[src/rtl/mips_pkg.sv]
// Shared encodings for the execute stage: ALU operation codes and the
// execute-unit state machine states.
package mips_pkg;

    typedef enum logic [3:0] {
        OP_ADD  = 4'h0,
        OP_SUB  = 4'h1,
        OP_AND  = 4'h2,
        OP_OR   = 4'h3,
        OP_XOR  = 4'h4,
        OP_SLT  = 4'h5,
        OP_SLTU = 4'h6,
        OP_SLL  = 4'h7,
        OP_SRL  = 4'h8,
        OP_SRA  = 4'h9,
        OP_MUL  = 4'hA
    } alu_op_t;

    typedef enum logic {
        ST_IDLE = 1'b0,
        ST_MUL  = 1'b1
    } state_t;

    function automatic logic op_is_legal(input logic [3:0] op);
        return op <= OP_MUL;
    endfunction

endpackage

[src/rtl/execute_unit_mul_seq.sv]
// Shift-add multiplier: one partial product per clock, WIDTH iterations,
// low WIDTH bits of the unsigned product. done/product are valid on the last iteration.
module mul_seq #(
    parameter int WIDTH = 32
) (
    input  logic             clk,
    input  logic             reset,
    input  logic             start,
    input  logic [WIDTH-1:0] a,
    input  logic [WIDTH-1:0] b,
    output logic             done,
    output logic [WIDTH-1:0] product
);

    localparam int CW = $clog2(WIDTH);

    logic [WIDTH-1:0] a_reg;
    logic [WIDTH-1:0] b_reg;
    logic [WIDTH-1:0] acc_reg;
    logic [WIDTH-1:0] acc_next;
    logic [WIDTH-1:0] addend;
    logic [CW-1:0]    count_reg;
    logic             busy_reg;

    // Partial product: the shifted multiplicand gated by the current multiplier bit.
    for (genvar gi = 0; gi < WIDTH; gi++) begin : g_addend
        assign addend[gi] = a_reg[gi] & b_reg[0];
    end

    assign acc_next = acc_reg + addend;
    assign done     = busy_reg && (count_reg == '0);
    assign product  = acc_next;

    always_ff @(posedge clk) begin
        if (reset) begin
            a_reg     <= '0;
            b_reg     <= '0;
            acc_reg   <= '0;
            count_reg <= '0;
            busy_reg  <= 1'b0;
        end else if (start) begin
            a_reg     <= a;
            b_reg     <= b;
            acc_reg   <= '0;
            count_reg <= CW'(WIDTH - 1);
            busy_reg  <= 1'b1;
        end else if (busy_reg) begin
            acc_reg   <= acc_next;
            a_reg     <= a_reg << 1;
            b_reg     <= b_reg >> 1;
            count_reg <= count_reg - 1'b1;
            if (count_reg == '0) begin
                busy_reg <= 1'b0;
            end
        end
    end

endmodule

[src/rtl/execute_unit.sv]
// Execute stage: single-cycle ALU operations plus a 32-iteration sequential
// multiply; results are pulsed to the register-file write port.
module execute_unit
    import mips_pkg::*;
#(
    parameter int DATA_WIDTH     = 32,
    parameter int REG_ADDR_WIDTH = 4
) (
    input  logic                      clk,
    input  logic                      reset,
    input  logic                      inValid,
    output logic                      inReady,
    input  logic [3:0]                aluOp,
    input  logic [DATA_WIDTH-1:0]     operandA,
    input  logic [DATA_WIDTH-1:0]     operandB,
    input  logic [REG_ADDR_WIDTH-1:0] destRegister,
    input  logic                      writeBack,
    output logic [DATA_WIDTH-1:0]     result,
    output logic [REG_ADDR_WIDTH-1:0] resultRegister,
    output logic                      enableSavingResult,
    output logic                      resultValid,
    output logic                      illegalOp
);

    state_t                    state_reg;
    state_t                    state_next;
    alu_op_t                   op;
    logic                      accept;
    logic                      is_mul;
    logic                      mul_done;
    logic [4:0]                shamt;
    logic [DATA_WIDTH-1:0]     alu_result;
    logic [DATA_WIDTH-1:0]     mul_product;
    logic [DATA_WIDTH-1:0]     result_reg;
    logic [REG_ADDR_WIDTH-1:0] result_register_reg;
    logic [REG_ADDR_WIDTH-1:0] pend_dest_reg;
    logic                      pend_wb_reg;
    logic                      wb_out_reg;
    logic                      result_valid_reg;
    logic                      illegal_reg;

    assign op     = alu_op_t'(aluOp);
    assign accept = inValid && inReady;
    assign is_mul = (op == OP_MUL);
    assign shamt  = operandB[4:0];

    always_ff @(posedge clk) begin
        if (reset) begin
            state_reg <= ST_IDLE;
        end else begin
            state_reg <= state_next;
        end
    end

    always_comb begin
        state_next = state_reg;
        case (state_reg)
            ST_IDLE: if (accept && is_mul) state_next = ST_MUL;
            ST_MUL:  if (mul_done)         state_next = ST_IDLE;
            default: state_next = ST_IDLE;
        endcase
    end

    always_comb begin
        inReady = (state_reg == ST_IDLE);
    end

    always_comb begin
        alu_result = '0;
        case (op)
            OP_ADD:  alu_result = operandA + operandB;
            OP_SUB:  alu_result = operandA - operandB;
            OP_AND:  alu_result = operandA & operandB;
            OP_OR:   alu_result = operandA | operandB;
            OP_XOR:  alu_result = operandA ^ operandB;
            OP_SLT:  alu_result[0] = $signed(operandA) < $signed(operandB);
            OP_SLTU: alu_result[0] = operandA < operandB;
            OP_SLL:  alu_result = operandA << shamt;
            OP_SRL:  alu_result = operandA >> shamt;
            OP_SRA:  alu_result = $signed(operandA) >>> shamt;
            default: alu_result = '0;
        endcase
    end

    mul_seq #(
        .WIDTH(DATA_WIDTH)
    ) u_mul_seq (
        .clk     (clk),
        .reset   (reset),
        .start   (accept && is_mul),
        .a       (operandA),
        .b       (operandB),
        .done    (mul_done),
        .product (mul_product)
    );

    // Output registers change only on a result pulse, so they hold between pulses;
    // a multiply's destination waits in pend_* until the product is ready.
    always_ff @(posedge clk) begin
        if (reset) begin
            result_reg          <= '0;
            result_register_reg <= '0;
            pend_dest_reg       <= '0;
            pend_wb_reg         <= 1'b0;
            wb_out_reg          <= 1'b0;
            result_valid_reg    <= 1'b0;
            illegal_reg         <= 1'b0;
        end else begin
            result_valid_reg <= 1'b0;
            illegal_reg      <= 1'b0;
            if (accept && !is_mul) begin
                result_reg          <= alu_result;
                result_register_reg <= destRegister;
                wb_out_reg          <= writeBack;
                illegal_reg         <= !op_is_legal(aluOp);
                result_valid_reg    <= 1'b1;
            end else if (accept) begin
                pend_dest_reg <= destRegister;
                pend_wb_reg   <= writeBack;
            end
            if (state_reg == ST_MUL && mul_done) begin
                result_reg          <= mul_product;
                result_register_reg <= pend_dest_reg;
                wb_out_reg          <= pend_wb_reg;
                result_valid_reg    <= 1'b1;
            end
        end
    end

    assign result             = result_reg;
    assign resultRegister     = result_register_reg;
    assign resultValid        = result_valid_reg;
    assign illegalOp          = illegal_reg;
    assign enableSavingResult = result_valid_reg && wb_out_reg && !illegal_reg;

endmodule
[config.mk]
export PLATFORM = sky130hd
export DESIGN_NAME = execute_unit
export DESIGN_NICKNAME = d
export VERILOG_FILES = /design/src/rtl/mips_pkg.sv /design/src/rtl/execute_unit_mul_seq.sv /design/src/rtl/execute_unit.sv
export SDC_FILE = /design/constraint.sdc
export NUM_CORES = 1
export LEC_CHECK = 0
export BUFFER_PORTS_ARGS = -buffer_cell sky130_fd_sc_hd__buf_2
export CORE_AREA = 2 2 184 186
export CTS_BUF_LIST = sky130_fd_sc_hd__clkbuf_8
export CTS_CLUSTER_DIAMETER = 150
export DETAILED_ROUTE_END_ITERATION = 10
export DIE_AREA = 0 0 186 188
export PLACE_DENSITY = 0.67
export SYNTH_ARGS = -nofsm -noshare
export SYNTH_HDL_FRONTEND = slang
export SYNTH_SLANG_ARGS = --single-unit
[constraint.sdc]
create_clock -name clk -period 6 [get_ports clk]
set_input_delay 1.2 -clock clk [delete_from_list [all_inputs] [get_ports clk]]
set_output_delay 1.2 -clock clk [all_outputs]
set_load 0.01 [all_outputs]
Word-level counts from Yosys, hierarchy flattened
Index checks and enable logic that the tools add are counted.
{"block": "word_totals", "regBits": 147, "inputBits": 76, "output_inout_bits": 40, "elab_cells": 109}
{"block": "classes", "add_sub_neg": 4, "order_cmp": 3, "n_eq_ne": 10, "shift": 3, "n_mux": 22, "bitwise_logic": 37, "n_reduce_logical": 17}
{"op": "31-bit one-hot mux with 8 select lines", "count": 1}
{"op": "32-bit 2-to-1 mux", "count": 6}
{"op": "32-bit adder", "count": 2}
{"op": "32-bit < comparator", "count": 2}
{"op": "1-bit AND", "count": 32}
{"op": "32-bit AND", "count": 1}
{"op": "32-bit OR", "count": 1}
{"op": "32-bit by 5-bit << shifter with 32-bit output", "count": 1}
{"op": "32-bit by 5-bit >> shifter with 32-bit output", "count": 1}
{"op": "32-bit by 5-bit >>> shifter with 32-bit output", "count": 1}
{"op": "32-bit subtractor", "count": 1}
{"op": "32-bit bitwise XOR", "count": 1}
{"op": "4-bit by 3-bit == test with 1-bit output (second input constant)", "count": 4}
{"op": "4-bit == test (second input constant)", "count": 3}
{"op": "5-bit 2-to-1 mux", "count": 2}
{"op": "1-bit one-hot mux with 10 select lines", "count": 1}
{"op": "1-bit 2-to-1 mux", "count": 9}
{"op": "4-bit by 2-bit == test with 1-bit output (second input constant)", "count": 2}
{"op": "4-bit 2-to-1 mux", "count": 2}
{"op": "1-bit logical AND", "count": 7}
{"op": "5-bit zero test", "count": 1}
{"op": "5-bit by 1-bit subtractor with 5-bit output (second input constant)", "count": 1}
{"op": "4-bit by 1-bit == test with 1-bit output (second input constant)", "count": 1}
{"op": "4-bit less-or-equal comparator (second input constant)", "count": 1}
{"op": "7 further kinds", "count": 12}

Logic depth before layout (Yosys ltp)
{"block": "logic_depth", "ltp_word": 5, "ltp_mapped": 16, "mapped_depth_nobuf": 14}

Hierarchy
A second synthesis with hierarchy kept.
{"block": "unflattened", "cells_unflattened": 2289, "area_unflattened_um2": 16958.8}
{"mod": "execute_unit", "instances": 1, "cells_each": 1525, "area_each_um2": 10774.1, "seq_area_each_um2": 900.9}
{"mod": "mul_seq", "instances": 1, "cells_each": 764, "area_each_um2": 6184.7, "seq_area_each_um2": 2042.0}

Worst setup path before layout
Ideal clock, no wire load.
{"block": "synth_timing", "path_kind": "in2reg", "from": "input port operandB[1]", "to": "register result_reg[31] (netlist: result[31])", "setup_ns": 0.136, "t_arrival_ns": 4.289, "t_required_ns": 5.864, "path_slack_ns": 1.575, "stages": 15, "path_buffers": 3, "path_cell_list": "buf_2 inv_2 buf_2 buf_1 ha_1 a21o_1 a31o_1 a22o_1 a2111oi_2 nor4_1 nor2_2 o211ai_1 xor2_1 a211oi_1 o311ai_1"}
{"block": "synth_via", "elab_chain_len": 4, "elab_cells_between_ends": 8, "classes_between": "add/sub (2); shift (3); mux (3)"}
{"item": "from (decl)", "line": "execute_unit.sv:15", "text": "input logic [DATA_WIDTH-1:0] operandB,"}
{"item": "32-bit subtractor, or another cell as far along", "line": "execute_unit.sv:72", "text": "OP_SUB: alu_result = operandA - operandB;"}
{"item": "31-bit one-hot mux with 8 select lines (*)", "line": "execute_unit.sv:70", "text": "case (op)"}
{"item": "32-bit 2-to-1 mux (*)", "line": "execute_unit.sv:111", "text": "if (accept && !is_mul) begin"}
{"item": "32-bit 2-to-1 mux (*)", "line": "execute_unit.sv:121", "text": "if (state_reg == ST_MUL && mul_done) begin"}
{"item": "to (signal assigned)", "line": "execute_unit.sv:112", "text": "result_reg <= alu_result;"}
{"item": "to (signal assigned)", "line": "execute_unit.sv:122", "text": "result_reg <= mul_product;"}
{"item": "to (decl)", "line": "execute_unit.sv:34", "text": "logic [DATA_WIDTH-1:0] result_reg;"}
Mark *: on every way between the ends. The rest lies on a longest branch, timed or not. The select of a mux whose other input is x is not followed.
A chain may end at the register's enable or synchronous reset.

Worst setup path after layout
{"block": "layout_timing", "from": "input port operandB[2]", "to": "register result_reg[21] (netlist: result[21])"}
The elaborated chain is that of the path after synthesis.

==> flow_summary.json <==
{
  "antenna_found_initial": 0,
  "io-pin-count": 116,
  "syn-instance-count": 2222,
  "fin_ws_ns": 1.53,
  "synth-edff-count": 0,
  "fin_hold_ws_ns": 0.459,
  "p_sw_share_pct": 41.1,
  "critPathMaxStageDelay_ns": 0.69,
  "p_per_area_nw_per_um2": 164,
  "hold_viol": 0,
  "cts_made_buffers": 17,
  "place_inst": 2650,
  "cp_data_required_time_ns": 6.34,
  "postCtsHoldBufs": 0,
  "drtPass1Iterations": 6,
  "drtIter0Drc": 2200,
  "cpLargestDelayFamily": "compound AO/OA/AOI/OAI gates",
  "p_leak_nw": 7.12,
  "dp_hpwl_mm": 51.3,
  "final_layout_size_suffix_gt1_share_pct": 11.5,
  "crit_buf_inv": 2,
  "maxSlewViolCount": 0,
  "internal_power_mw": 1.67,
  "multi_input_area_um2": 12200,
  "finalCriticalPeriod_ns": 4.47,
  "r2r_setup_slack_ns": 2.22,
  "fill_cells": 3345,
  "max_slew_margin_pct": 27.2,
  "area_growth_pct": 6.63,
  "ys_types": 91,
  "wl_mm": 68.7,
  "syn-num-nets": 2438,
  "cts_buffer_depth": 2,
  "arrival_ns": 4.81,
  "rsz0062_at_grt": "false",
  "seq_area_um2": 2950,
  "cts.sinks": 147,
  "grt_overflow": 0,
  "ys_seq_elements": 147,
  "std_cell_rows": 67,
  "yosysSeqAreaShare_pct": 18.0,
  "tightest_slew_ns": 1.09,
  "critPathMaxFanout": 29,
  "place.gp.congestion": 1.05,
  "post_cts.repair.setup_buffers": 0,
  "critPathKind": "input pin to flip-flop",
  "dpl_worst_slack_ns": 1.26,
  "htree_levels": 4,
  "root_buffer": "clkbuf_8",
  "portBuffers": 115,
  "p_seq_share_pct": 36.0,
  "grt_usage_pct": 38.8,
  "skew_ns": 0.0343,
  "critPathSlowestCell": "o21ai_0",
  "ant_nets": 0,
  "fin_cells": 2682,
  "clk_latency_ns": 0.51,
  "synth-async-reset-ratio_pct": 0,
  "cp_common_cell": "a31oi_1",
  "power.total_mw": 2.84,
  "setup.worst_path.end_class": "flip-flop",
  "fin_setup_tns_ns": 0,
  "clock_power_share_pct": 27.9,
  "num_antenna_cells": 0,
  "synth_area_um2": 16300,
  "synth.avg_cell_area_um2": 7.34,
  "grt_pass1_vias": 16700,
  "setup_viol": 0,
  "num_vias": 17800,
  "dieHeight_um": 188,
  "core-area_um2": 33100,
  "min_path_type": "flip-flop to flip-flop",
  "routed_via_density": 6.62,
  "grt_max_degree": 83,
  "dieArea_um2": 35000,
  "period_share_pct": 74.5,
  "cts_resized": 0,
  "grt_first_pass_wirelength_mm": 102,
  "ir_worst_vdd_mv": 0.140,
  "drc_errors": 0,
  "fmax_ghz": 0.224,
  "p_switching_mw": 1.17,
  "nets": 2437,
  "critPathLaunchType": "input pin",
  "start_util_pct": 49.2,
  "cts_tree": "built",
  "p_comb_share_pct": 36.2,
  "synth_warnings": 0,
  "clk_pin_slew_worst_paths_ns": 0.08,
  "place_area_um2": 17000,
  "status": "completed",
  "die_w_um": 186,
  "final_area_um2": 17400,
  "maxCapViolCount": 0,
  "synth_ff_type": "dfxtp_1",
  "fin_util_pct": 52.5,
  "wl_per_cell_um": 25.6,
  "crit_chain": "buf_2 > inv_2 > ha_1 > a31o_1 > a22o_1 > a2111oi_2 > nor3_1 > a31oi_1 > o311ai_1 > o21ai_0 > a31oi_1"
}
## Yosys cell counts (26+ instances only)
library cell | number | area [um2]
a21o_1 | 26 | 195
mux2i_1 | 146 | 1460
a21oi_1 | 206 | 1030
and2_1 | 40 | 250
clkbuf_1 | 114 | 428
o22ai_1 | 26 | 163
inv_1 | 111 | 417
ha_1 | 137 | 1710
o211ai_1 | 32 | 240
nor2_1 | 287 | 1080
dfxtp_1 | 147 | 2940
nand3_1 | 38 | 190
nand2_1 | 172 | 646
o21ai_0 | 112 | 561
a31oi_1 | 40 | 250
xnor2_1 | 34 | 298
nor3_1 | 41 | 205
a211oi_1 | 115 | 863
## area by class of cell
cell class	count	share of cell area, %
clock buffers	18	1.42
well taps	448	3.22
flip-flops and latches	147	16.9
inverters	116	2.50
repair buffers	147	4.85
multi-input cells	1792	70.3
clock inverters	14	0.727
## layer usage
layer | global-route usage [%] | part of all wire, %
met5 | 0 | 0
met3 | 8.22 | 10
met1 | 51.1 | 41
met2 | 59.5 | 43
met4 | 19.5 | 5.6
## kinds of logic (layout without fill, tap and decap cells)
| logic type | count (synthesis) | after routing | share of synthesized area, % |
|---|---|---|---|
| flops | 147 | 147 | 18.0 |
| compound gates | 737 | 737 | 29.6 |
| xor+xnor | 58 | 58 | 3.11 |
| simple gates | 674 | 674 | 18.6 |
| mux | 183 | 183 | 12.6 |
| buf+inv | 283 | 295 | 7.16 |
| fa+ha+maj | 140 | 140 | 10.9 |
## cell usage in the layout, fill, tap and decap left out, types with 7 or more instances in the layout
cell type | netlist | final
and2_1 | 40 | 40
clkbuf_8 | 0 | 18
nor4_1 | 11 | 11
and3_1 | 12 | 12
inv_1 | 111 | 112
o31a_1 | 7 | 7
nand3_1 | 38 | 38
buf_4 | 5 | 31
mux2_2 | 21 | 21
o31ai_1 | 12 | 12
o21a_1 | 10 | 10
buf_2 | 23 | 114
a22oi_1 | 17 | 17
or2_2 | 7 | 7
o211ai_1 | 32 | 32
nor2_1 | 287 | 286
xor2_1 | 24 | 24
o21bai_1 | 18 | 18
mux4_2 | 16 | 16
mux2i_1 | 146 | 146
o21ai_0 | 112 | 112
nor3_1 | 41 | 39
nand2_1 | 172 | 171
or3_1 | 7 | 7
o21ai_1 | 17 | 16
nand2b_1 | 19 | 19
o22ai_1 | 26 | 26
ha_1 | 137 | 137
a31oi_1 | 40 | 40
a21o_1 | 26 | 26
a221oi_1 | 16 | 16
dfxtp_1 | 147 | 146
a211oi_1 | 115 | 115
xnor2_1 | 34 | 34
a311oi_1 | 15 | 15
a21oi_1 | 206 | 206
nor2b_1 | 10 | 10
## tightest hold or removal path: cells and delay by family (launching register included)
kind	cells	cell delay [ns]
flops	1	0.31
simple gates	1	0.05
compound gates	1	0.05
## path summary, 6_finish.rpt
path / startpoint / endpoint / depth (start not counted)
hold / removal: pend_dest_reg[1]$_SDFFE_PP0P_ / pend_dest_reg[1]$_SDFFE_PP0P_ / 2
hold reg to reg: pend_dest_reg[1]$_SDFFE_PP0P_ / pend_dest_reg[1]$_SDFFE_PP0P_ / 2
setup / recovery: operandB[2] / result[21]$_SDFFE_PP0P_ / 11
setup reg to reg: u_mul_seq.b_reg[0]$_SDFFE_PP0P_ / result[30]$_SDFFE_PP0P_ / 15
## power groups by stage
stage	Sequential [mW]	Combinational (mW)	Clock [mW]
floorplan	1.04	0.645	0
global placement	1.04	0.984	0
CTS	1.02	0.990	0.797
global route	1.02	1.09	0.839
finish	1.02	1.03	0.792
detailed placement	1.04	0.986	0
Power figures use the tool's default switching activity.
